`config.mk`:
```
export PLATFORM = sky130hd
export DESIGN_NAME = tx_iq_unpack_flat
export DESIGN_NICKNAME = d
export VERILOG_FILES = /design/src/rtl/tx_iq_unpack_if.sv /design/src/rtl/tx_iq_unpack.sv /design/src/flat_wrapper.sv
export SDC_FILE = /design/constraint.sdc
export NUM_CORES = 1
export LEC_CHECK = 0
export CAP_MARGIN = 5
export CORE_MARGIN = 2
export CORE_UTILIZATION = 47
export CTS_CLUSTER_DIAMETER = 80
export DETAILED_ROUTE_END_ITERATION = 8
export PLACE_DENSITY_LB_ADDON = 0.08
export SYNTH_ARGS = -nofsm -noshare
export SYNTH_HDL_FRONTEND = slang
export SYNTH_SLANG_ARGS = --single-unit
```
`constraint.sdc`:
```
create_clock -name i_clock -period 2.5 [get_ports i_clock]
set_input_delay 0.625 -clock i_clock [delete_from_list [all_inputs] [get_ports i_clock]]
set_output_delay 0.625 -clock i_clock [all_outputs]
set_load 0.1 [all_outputs]
```
`src/rtl/tx_iq_unpack_if.sv`:
```
// ---------------------------------------------------------------------------
// tx_iq_unpack_if
// Bus bundle between the Tx byte FIFO / DUC side and the I/Q unpacker.
//   master : the FIFO + DUC environment (drives run, fifo_data, fifo_empty,
//            sample_req; observes the unpacker outputs)
//   slave  : the unpacker itself
// Signals:
//   run             PC run enable, 0 = idle and flush
//   fifo_data       Tx byte, valid one cycle after fifo_rdreq
//   fifo_empty      FIFO holds no bytes
//   fifo_rdreq      one-cycle read strobe to the FIFO
//   fifo_clear      synchronous FIFO flush request
//   sample_req      one-cycle strobe from the DUC for the next sample
//   I_out / Q_out   transmit sample, two's complement
//   iq_valid        one-cycle pulse, I_out/Q_out updated in the same cycle
//   underflow       one-cycle pulse on an iq_valid without a fresh sample
//   underflow_count saturating underflow event count
// ---------------------------------------------------------------------------
interface tx_iq_unpack_if;
    logic               run;
    logic        [7:0]  fifo_data;
    logic               fifo_empty;
    logic               fifo_rdreq;
    logic               fifo_clear;
    logic               sample_req;
    logic signed [23:0] I_out;
    logic signed [23:0] Q_out;
    logic               iq_valid;
    logic               underflow;
    logic        [15:0] underflow_count;

    modport master (
        output run, fifo_data, fifo_empty, sample_req,
        input  fifo_rdreq, fifo_clear, I_out, Q_out, iq_valid, underflow,
               underflow_count
    );

    modport slave (
        input  run, fifo_data, fifo_empty, sample_req,
        output fifo_rdreq, fifo_clear, I_out, Q_out, iq_valid, underflow,
               underflow_count
    );
endinterface

```
`src/rtl/tx_iq_unpack.sv`:
```
// ---------------------------------------------------------------------------
// tx_iq_unpack
// Pulls six bytes per sample from a non-show-ahead Tx FIFO and assembles
// them into a 24-bit I / 24-bit Q pair (byte order I hi..lo, Q hi..lo).
// A completed sample waits in a holding register until the DUC strobes
// sample_req; a request that finds no completed sample is an underflow.
// Ports:
//   i_clock   system clock, rising edge
//   i_reset   synchronous active-high reset
//   bus       tx_iq_unpack_if.slave (FIFO side, DUC side, status)
// Parameter:
//   UNDERFLOW_ZERO  1 = output zero on underflow, 0 = repeat last sample
// ---------------------------------------------------------------------------
module tx_iq_unpack #(
    parameter bit UNDERFLOW_ZERO = 1'b1
) (
    input  logic           i_clock,
    input  logic           i_reset,
    tx_iq_unpack_if.slave  bus
);

    typedef enum logic [1:0] {CLEAR, FETCH, CAPTURE, HOLD} state_t;

    state_t             r_state;
    logic               r_fifo_clear;
    logic        [2:0]  r_idx;
    logic               r_hold_vld;
    logic        [47:0] r_hold;
    logic signed [23:0] r_i_out;
    logic signed [23:0] r_q_out;
    logic               r_iq_valid;
    logic               r_underflow;
    logic        [15:0] r_ucount;

    logic        [2:0]  w_slot;
    logic               w_svc;

    // Byte 0 lands in the top of the 48-bit holding word.
    assign w_slot = 3'd5 - r_idx;
    assign w_svc  = bus.run & bus.sample_req;

    // The read strobe has to follow fifo_empty in the same cycle, otherwise a
    // read could be issued against a FIFO that just went empty; it is decoded
    // from the state register rather than registered.
    assign bus.fifo_rdreq = (r_state == FETCH) & bus.run & ~bus.fifo_empty & ~i_reset;

    always_ff @(posedge i_clock) begin
        if (i_reset) begin
            r_state      <= CLEAR;
            r_fifo_clear <= 1'b1;
            r_idx        <= 3'd0;
            r_hold_vld   <= 1'b0;
            r_i_out      <= '0;
            r_q_out      <= '0;
            r_iq_valid   <= 1'b0;
            r_underflow  <= 1'b0;
            r_ucount     <= 16'd0;
        end else begin
            r_iq_valid  <= 1'b0;
            r_underflow <= 1'b0;

            // Sample service uses the holding-valid flag as registered at the
            // start of the cycle, so a request landing on the completing
            // CAPTURE counts as an underflow and the sample stays held.
            if (w_svc) begin
                r_iq_valid <= 1'b1;
                if (r_hold_vld) begin
                    r_i_out <= r_hold[47:24];
                    r_q_out <= r_hold[23:0];
                end else begin
                    r_underflow <= 1'b1;
                    if (r_ucount != 16'hFFFF)
                        r_ucount <= r_ucount + 16'd1;
                    if (UNDERFLOW_ZERO) begin
                        r_i_out <= '0;
                        r_q_out <= '0;
                    end
                end
            end

            // Dropping run flushes everything, including a read in flight.
            if (!bus.run) begin
                r_state      <= CLEAR;
                r_fifo_clear <= 1'b1;
                r_idx        <= 3'd0;
                r_hold_vld   <= 1'b0;
            end else begin
                case (r_state)
                    CLEAR: begin
                        r_state      <= FETCH;
                        r_fifo_clear <= 1'b0;
                        r_idx        <= 3'd0;
                        r_hold_vld   <= 1'b0;
                    end
                    FETCH: begin
                        if (!bus.fifo_empty)
                            r_state <= CAPTURE;
                    end
                    CAPTURE: begin
                        r_idx <= r_idx + 3'd1;
                        if (r_idx == 3'd5) begin
                            r_hold_vld <= 1'b1;
                            r_state    <= HOLD;
                        end else begin
                            r_state <= FETCH;
                        end
                    end
                    HOLD: begin
                        if (bus.sample_req) begin
                            r_hold_vld <= 1'b0;
                            r_idx      <= 3'd0;
                            r_state    <= FETCH;
                        end
                    end
                    default: r_state <= CLEAR;
                endcase
            end
        end
    end

    // Holding data carries no reset; its validity flag guards every use.
    always_ff @(posedge i_clock) begin
        if (!i_reset && bus.run && (r_state == CAPTURE))
            r_hold[{w_slot, 3'b000} +: 8] <= bus.fifo_data;
    end

    assign bus.fifo_clear      = r_fifo_clear;
    assign bus.I_out           = r_i_out;
    assign bus.Q_out           = r_q_out;
    assign bus.iq_valid        = r_iq_valid;
    assign bus.underflow       = r_underflow;
    assign bus.underflow_count = r_ucount;

endmodule

```
`src/flat_wrapper.sv`:
```
// flat-port wrapper written by rule: the top's interface ports become plain ports
module tx_iq_unpack_flat 
#(
    parameter bit UNDERFLOW_ZERO = 1'b1
)
  (i_clock, i_reset, bus_run, bus_fifo_data, bus_fifo_empty, bus_sample_req, bus_fifo_rdreq, bus_fifo_clear, bus_I_out, bus_Q_out, bus_iq_valid, bus_underflow, bus_underflow_count);
  tx_iq_unpack_if bus_i ();
  input  logic i_clock;
  input  logic i_reset;
  input wire logic [$bits(bus_i.run)-1:0] bus_run;
  input wire logic [$bits(bus_i.fifo_data)-1:0] bus_fifo_data;
  input wire logic [$bits(bus_i.fifo_empty)-1:0] bus_fifo_empty;
  input wire logic [$bits(bus_i.sample_req)-1:0] bus_sample_req;
  output wire logic [$bits(bus_i.fifo_rdreq)-1:0] bus_fifo_rdreq;
  output wire logic [$bits(bus_i.fifo_clear)-1:0] bus_fifo_clear;
  output wire logic [$bits(bus_i.I_out)-1:0] bus_I_out;
  output wire logic [$bits(bus_i.Q_out)-1:0] bus_Q_out;
  output wire logic [$bits(bus_i.iq_valid)-1:0] bus_iq_valid;
  output wire logic [$bits(bus_i.underflow)-1:0] bus_underflow;
  output wire logic [$bits(bus_i.underflow_count)-1:0] bus_underflow_count;
  assign bus_i.run = bus_run;
  assign bus_i.fifo_data = bus_fifo_data;
  assign bus_i.fifo_empty = bus_fifo_empty;
  assign bus_i.sample_req = bus_sample_req;
  assign bus_fifo_rdreq = bus_i.fifo_rdreq;
  assign bus_fifo_clear = bus_i.fifo_clear;
  assign bus_I_out = bus_i.I_out;
  assign bus_Q_out = bus_i.Q_out;
  assign bus_iq_valid = bus_i.iq_valid;
  assign bus_underflow = bus_i.underflow;
  assign bus_underflow_count = bus_i.underflow_count;
  tx_iq_unpack #(.UNDERFLOW_ZERO(UNDERFLOW_ZERO)) u_core (.i_clock(i_clock), .i_reset(i_reset), .bus(bus_i));
endmodule
```
[After elaboration in Yosys (flattened, before gate mapping)]
Index checks and enable logic that the tools add are counted.
Storage, ports and cells
  memory bits (read-only): 0
  bits of input ports: 13
  output and inout bits: 68
  RAM bits: 0
  bits in registers: 121
  latch bits: 0
  memories: 0
Operators by class
  shift operators: 2
  equal/unequal tests: 8
  add/sub/neg operators: 4
  mux-type cells: 14
  order comparisons: 0
  multipliers: 0
  reduce and logical (&&, ||, !) cells: 11
  div/mod/pow operators: 0
  bitwise operators: 9
Operators with widths (count)
  $bwmux W48: 1
  $mux W24: 2
  $shift A8 B8 Y48 const A: 1
  $shiftx A8 B8 Y48: 1
  $add A16 B1 Y16 const B: 1
  $ne A16 B16 Y1 const B: 1
  $pmux W3 S3: 1
  $neg A6 Y8: 1
  $pmux W2 S4: 1
  $mux W2: 3
  $reduce_and A3 Y1: 2
  $not A1 Y1: 5
  $and A1 B1 Y1: 4
  $eq A2 B2 Y1 const B: 2
  $mux W1: 4
  $ne A2 B2 Y1 const B: 2
  $reduce_and A2 Y1: 2
  $reduce_or A2 Y1: 2
  $add A3 B1 Y3 const B: 1
  $eq A3 B3 Y1 const B: 1
  $mux W3: 1
  $pmux W1 S3: 1
  $reduce_bool A3 Y1: 1
  $sub A3 B3 Y3 const A: 1
  5 further kinds: 6

[Depth between registers and ports, before layout]
Gate-level depths: netlist of run 1.
  depth in word-level cells: 4
  mapped depth: 7

[Worst setup path after synthesis of run 1]
No wires, ideal clock.
  kind: input to output
  start point: in i_reset
  end point: out bus_fifo_rdreq
  data required time: 1.875 ns
  path slack: -1.387 ns
  cell stages on the path: 3
  arrival: 3.262 ns
  path through: clkbuf_1 -> nand2b_1 -> nor3b_1
Between the ends
  cells in the longest elaborated chain, start to end: 2
RTL lines
  start: declaration: line flat_wrapper.sv:9  | input logic i_reset;
  $not A1 Y1: line tx_iq_unpack.sv:45  | assign bus.fifo_rdreq = (r_state == FETCH) & bus.run & ~bus.fifo_empty & ~i_reset;
  $and A1 B1 Y1: line tx_iq_unpack.sv:45
  end: declaration: line flat_wrapper.sv:14  | output wire logic [$bits(bus_i.fifo_rdreq)-1:0] bus_fifo_rdreq;
Every way passes these cells.

[Worst setup path in the final report of run 1]
  start point: in bus_run
  end point: out bus_fifo_rdreq
Between the ends
  cells in the longest elaborated chain, start to end: 3
RTL lines
  start: declaration: line flat_wrapper.sv:10  | input wire logic [$bits(bus_i.run)-1:0] bus_run;
  $and A1 B1 Y1 (3 in series): line tx_iq_unpack.sv:45
Every way passes these cells.

==> flow_summary.yaml, run 1 <==
outcome:
  outcome: "finished, final reports clean"
clocking:
  clockBufferDepth: 2
  numClockSinks: 121
  clk_latency_ns: 0.51
  cts_resized: 0
  tritoncts: "built"
  numCtsBuffers: 17
  post_cts.repair.setup_buffers: 0
  cts.clk_slew.worst_paths_ns: 0.05
  cts_hold_buf: 0
  root_buffer: "clkbuf_8"
  htreeDepth: 4
worst_setup_path:
  crit_fanout: 3
  critical_path_required_ns: 1.88
  r2r_start: "u_core.r_idx[1]"
  reg2reg_depth: 7
  path_class: "input pin to primary output"
  crit_start: "bus_run"
  reg2reg_setup_slack_ns: 0.20
  worst_ep_arrival_time_ns: 1.76
  start_kind: "input pin"
  cp-end-kind: "primary output"
worst_hold_path:
  hold_depth: 2
  hold_start: "u_core.bus.Q_out[17]"
  hold_class: "flop to flop"
sta:
  tightestPinTransition_ns: 0.682
  fin_ws_ns: 0.110
  skew_ns: 0.00766
  whs_ns: 0.452
  hold_viol: 0
  rsz0062_at_grt: "no"
  finalSetupViolCount: 0
  fin_crit_sh_pct: 95.6
  max_freq_mhz: 418
  min_period_ns: 2.39
  drv_slew: 0
  relSlewSlack_pct: 54.5
grt:
  grt_pass1_wl_um: 16600
  antenna_found_initial: 0
  grtUsageTotal_pct: 19.3
  first_global_vias: 3336
  overflow: 0
  grt_max_degree: 38
yosys:
  syn_inst: 421
  ys_types: 38
  syn-num-nets: 446
  synth_seq_cells: 121
  synth_area_leader_cell: "dfxtp_1"
  synth_warnings: 0
  yosysTopAreaCellShare_pct: 30.7
  synth.top_cells.by_area: "dfxtp_1, edfxtp_1, a22o_1"
  syn_area_um2: 4760
  syn_area_per_cell_um2: 11.3
  synth-seq-area-share_pct: 61.0
layout:
  final_common_cell: "buf_4"
  layout.nets: 547
  fin_area_um2: 6320
  drive_above_1_share_pct: 25.6
  area_growth_syn_to_layout_pct: 32.9
  final_cell_mix: "buf_4, dfxtp_1, edfxtp_1"
  antenna_cells: 0
detailed_routing:
  first_iter_violations: 162
  final_antenna_net_count: 0
  via_per_inst: 5.26
  vias: 3511
  drcViolationCount: 0
  wirelength_um: 10300
  wl_per_cell_um: 15.3
  first_pass_iters: 4
placed_design:
  gp_congestion: 0.821
  dpl-instance-area_um2: 5720
  port_buffers: 80
  pre_cts_ws_ns: -0.0144
  hpwl_um: 7040
floorplan:
  die_w_um: 105
  start_util_pct: 48.5
  core_area_um2: 9820
  die_y_um: 105
  die-area_um2: 10900
  ioPinCount: 81
  fp-row-count: 36
power_and_ir_drop:
  vdd_drop_max_mv: 0.453
  powerDensity_nw_per_um2: 738
  finalPower_mw: 4.67
  leakage_nw: 2.54
job:
  cap_viol_max_count: 0
## path summary, 6_finish.rpt
check	endpoint
min	u_core.bus.Q_out[17]
min reg2reg	u_core.bus.Q_out[17]
max	bus_fifo_rdreq
max reg2reg	u_core.r_hold[2]
## Yosys cell counts (all sizes together)
library cell / count
dfxtp: 73
edfxtp: 48
a22o: 35
and2: 28
nand2: 28
nor2: 28
a21oi: 27
and3: 19
clkbuf: 18
nand3: 15
ha: 12
nor2b: 11
inv: 9
mux2: 8
nor4: 8
or4: 7
nand2b: 6
o21ai: 6
o31ai: 6
buf: 5
nand4: 4
nor3: 4
or3: 3
a311oi: 2
nor4b: 2
or2: 2
a41oi: 1
and2b: 1
and3b: 1
and4: 1
mux2i: 1
nand4b: 1
nor3b: 1
## where the power goes
group / switching (mW) / total, mW / internal (mW)
logic: 0.102 / 0.156 / 0.0538
clock network: 0.808 / 2.46 / 1.65
registers: 0.00543 / 2.05 / 2.04
total: 0.916 / 4.67 / 3.75
## stage by stage
step / utilization [%] / std cells / setup TNS [ns]
after global routing: 64.4 / 668 / 0
after CTS: 64.4 / 668 / 0
after detailed placement: 58.2 / 636 / -0.0144
final: 64.4 / 668 / 0
after global placement: 58.2 / 636 / 0
after floorplan: - / 421 / -0.0411
## registers in the layout, summed over array words and instances, names as in the netlist
signal,cells
u_core.r_hold,48
u_core.bus.underflow_count,16
u_core.bus.underflow,1
u_core.bus.I_out,24
u_core.bus.iq_valid,1
u_core.bus.fifo_clear,1
u_core.r_idx,3
u_core.bus.Q_out,24
u_core.r_state,2
u_core.r_hold_vld,1
## cell families (layout without fill, tap and decap cells)
family          Yosys count  after routing  synth area share, %
fa+ha+maj                12             12                 3.16
buf+inv                  32            146                 2.79
mux                       9              9                 2.10
simple gates            170            170                 19.5
flops                   121            121                 61.0
compound gates           77             77                 11.4
## per-layer routing
metal | vias to the layer above | part of all wire (%) | track usage, % | wire length, um
met4 | 0 | 1.6 | 7.14 | 160
met2 | 104 | 50 | 32.0 | 5080
met5 | - | 0 | 0 | 0
li1 | 1733 | - | - | -
met1 | 1660 | 44 | 23.9 | 4490
met3 | 14 | 5.1 | 5.80 | 522
## final cells by class
| cell class | count | area, um^2 |
|---|---|---|
| clock buffers | 24 | 493 |
| fillers | 817 | 3490 |
| clock inverters | 8 | 114 |
| well taps | 133 | 166 |
| flip-flops and latches | 121 | 2900 |
| inverters | 9 | 33.8 |
| repair buffers | 105 | 868 |
| multi-input cells | 268 | 1750 |
## critical path, cell delays in order
cell             delay, ns
clkdlybuf4s50_1       0.49
buf_4                 0.12
nand2b_1              0.10
nor3b_4               0.23
buf_12                0.20
Power figures use the tool's default switching activity.
==> inputs of run 2 (changes only) <==
--- a/config.mk
+++ b/config.mk
@@ -8,7 +8,6 @@
 export CAP_MARGIN = 5
 export CORE_MARGIN = 2
 export CORE_UTILIZATION = 47
-export CTS_CLUSTER_DIAMETER = 80
 export DETAILED_ROUTE_END_ITERATION = 8
 export PLACE_DENSITY_LB_ADDON = 0.08
 export SYNTH_ARGS = -nofsm -noshare
==> results of run 2 <==
No change in the layout: final DEF, timing and power equal those of run 1.
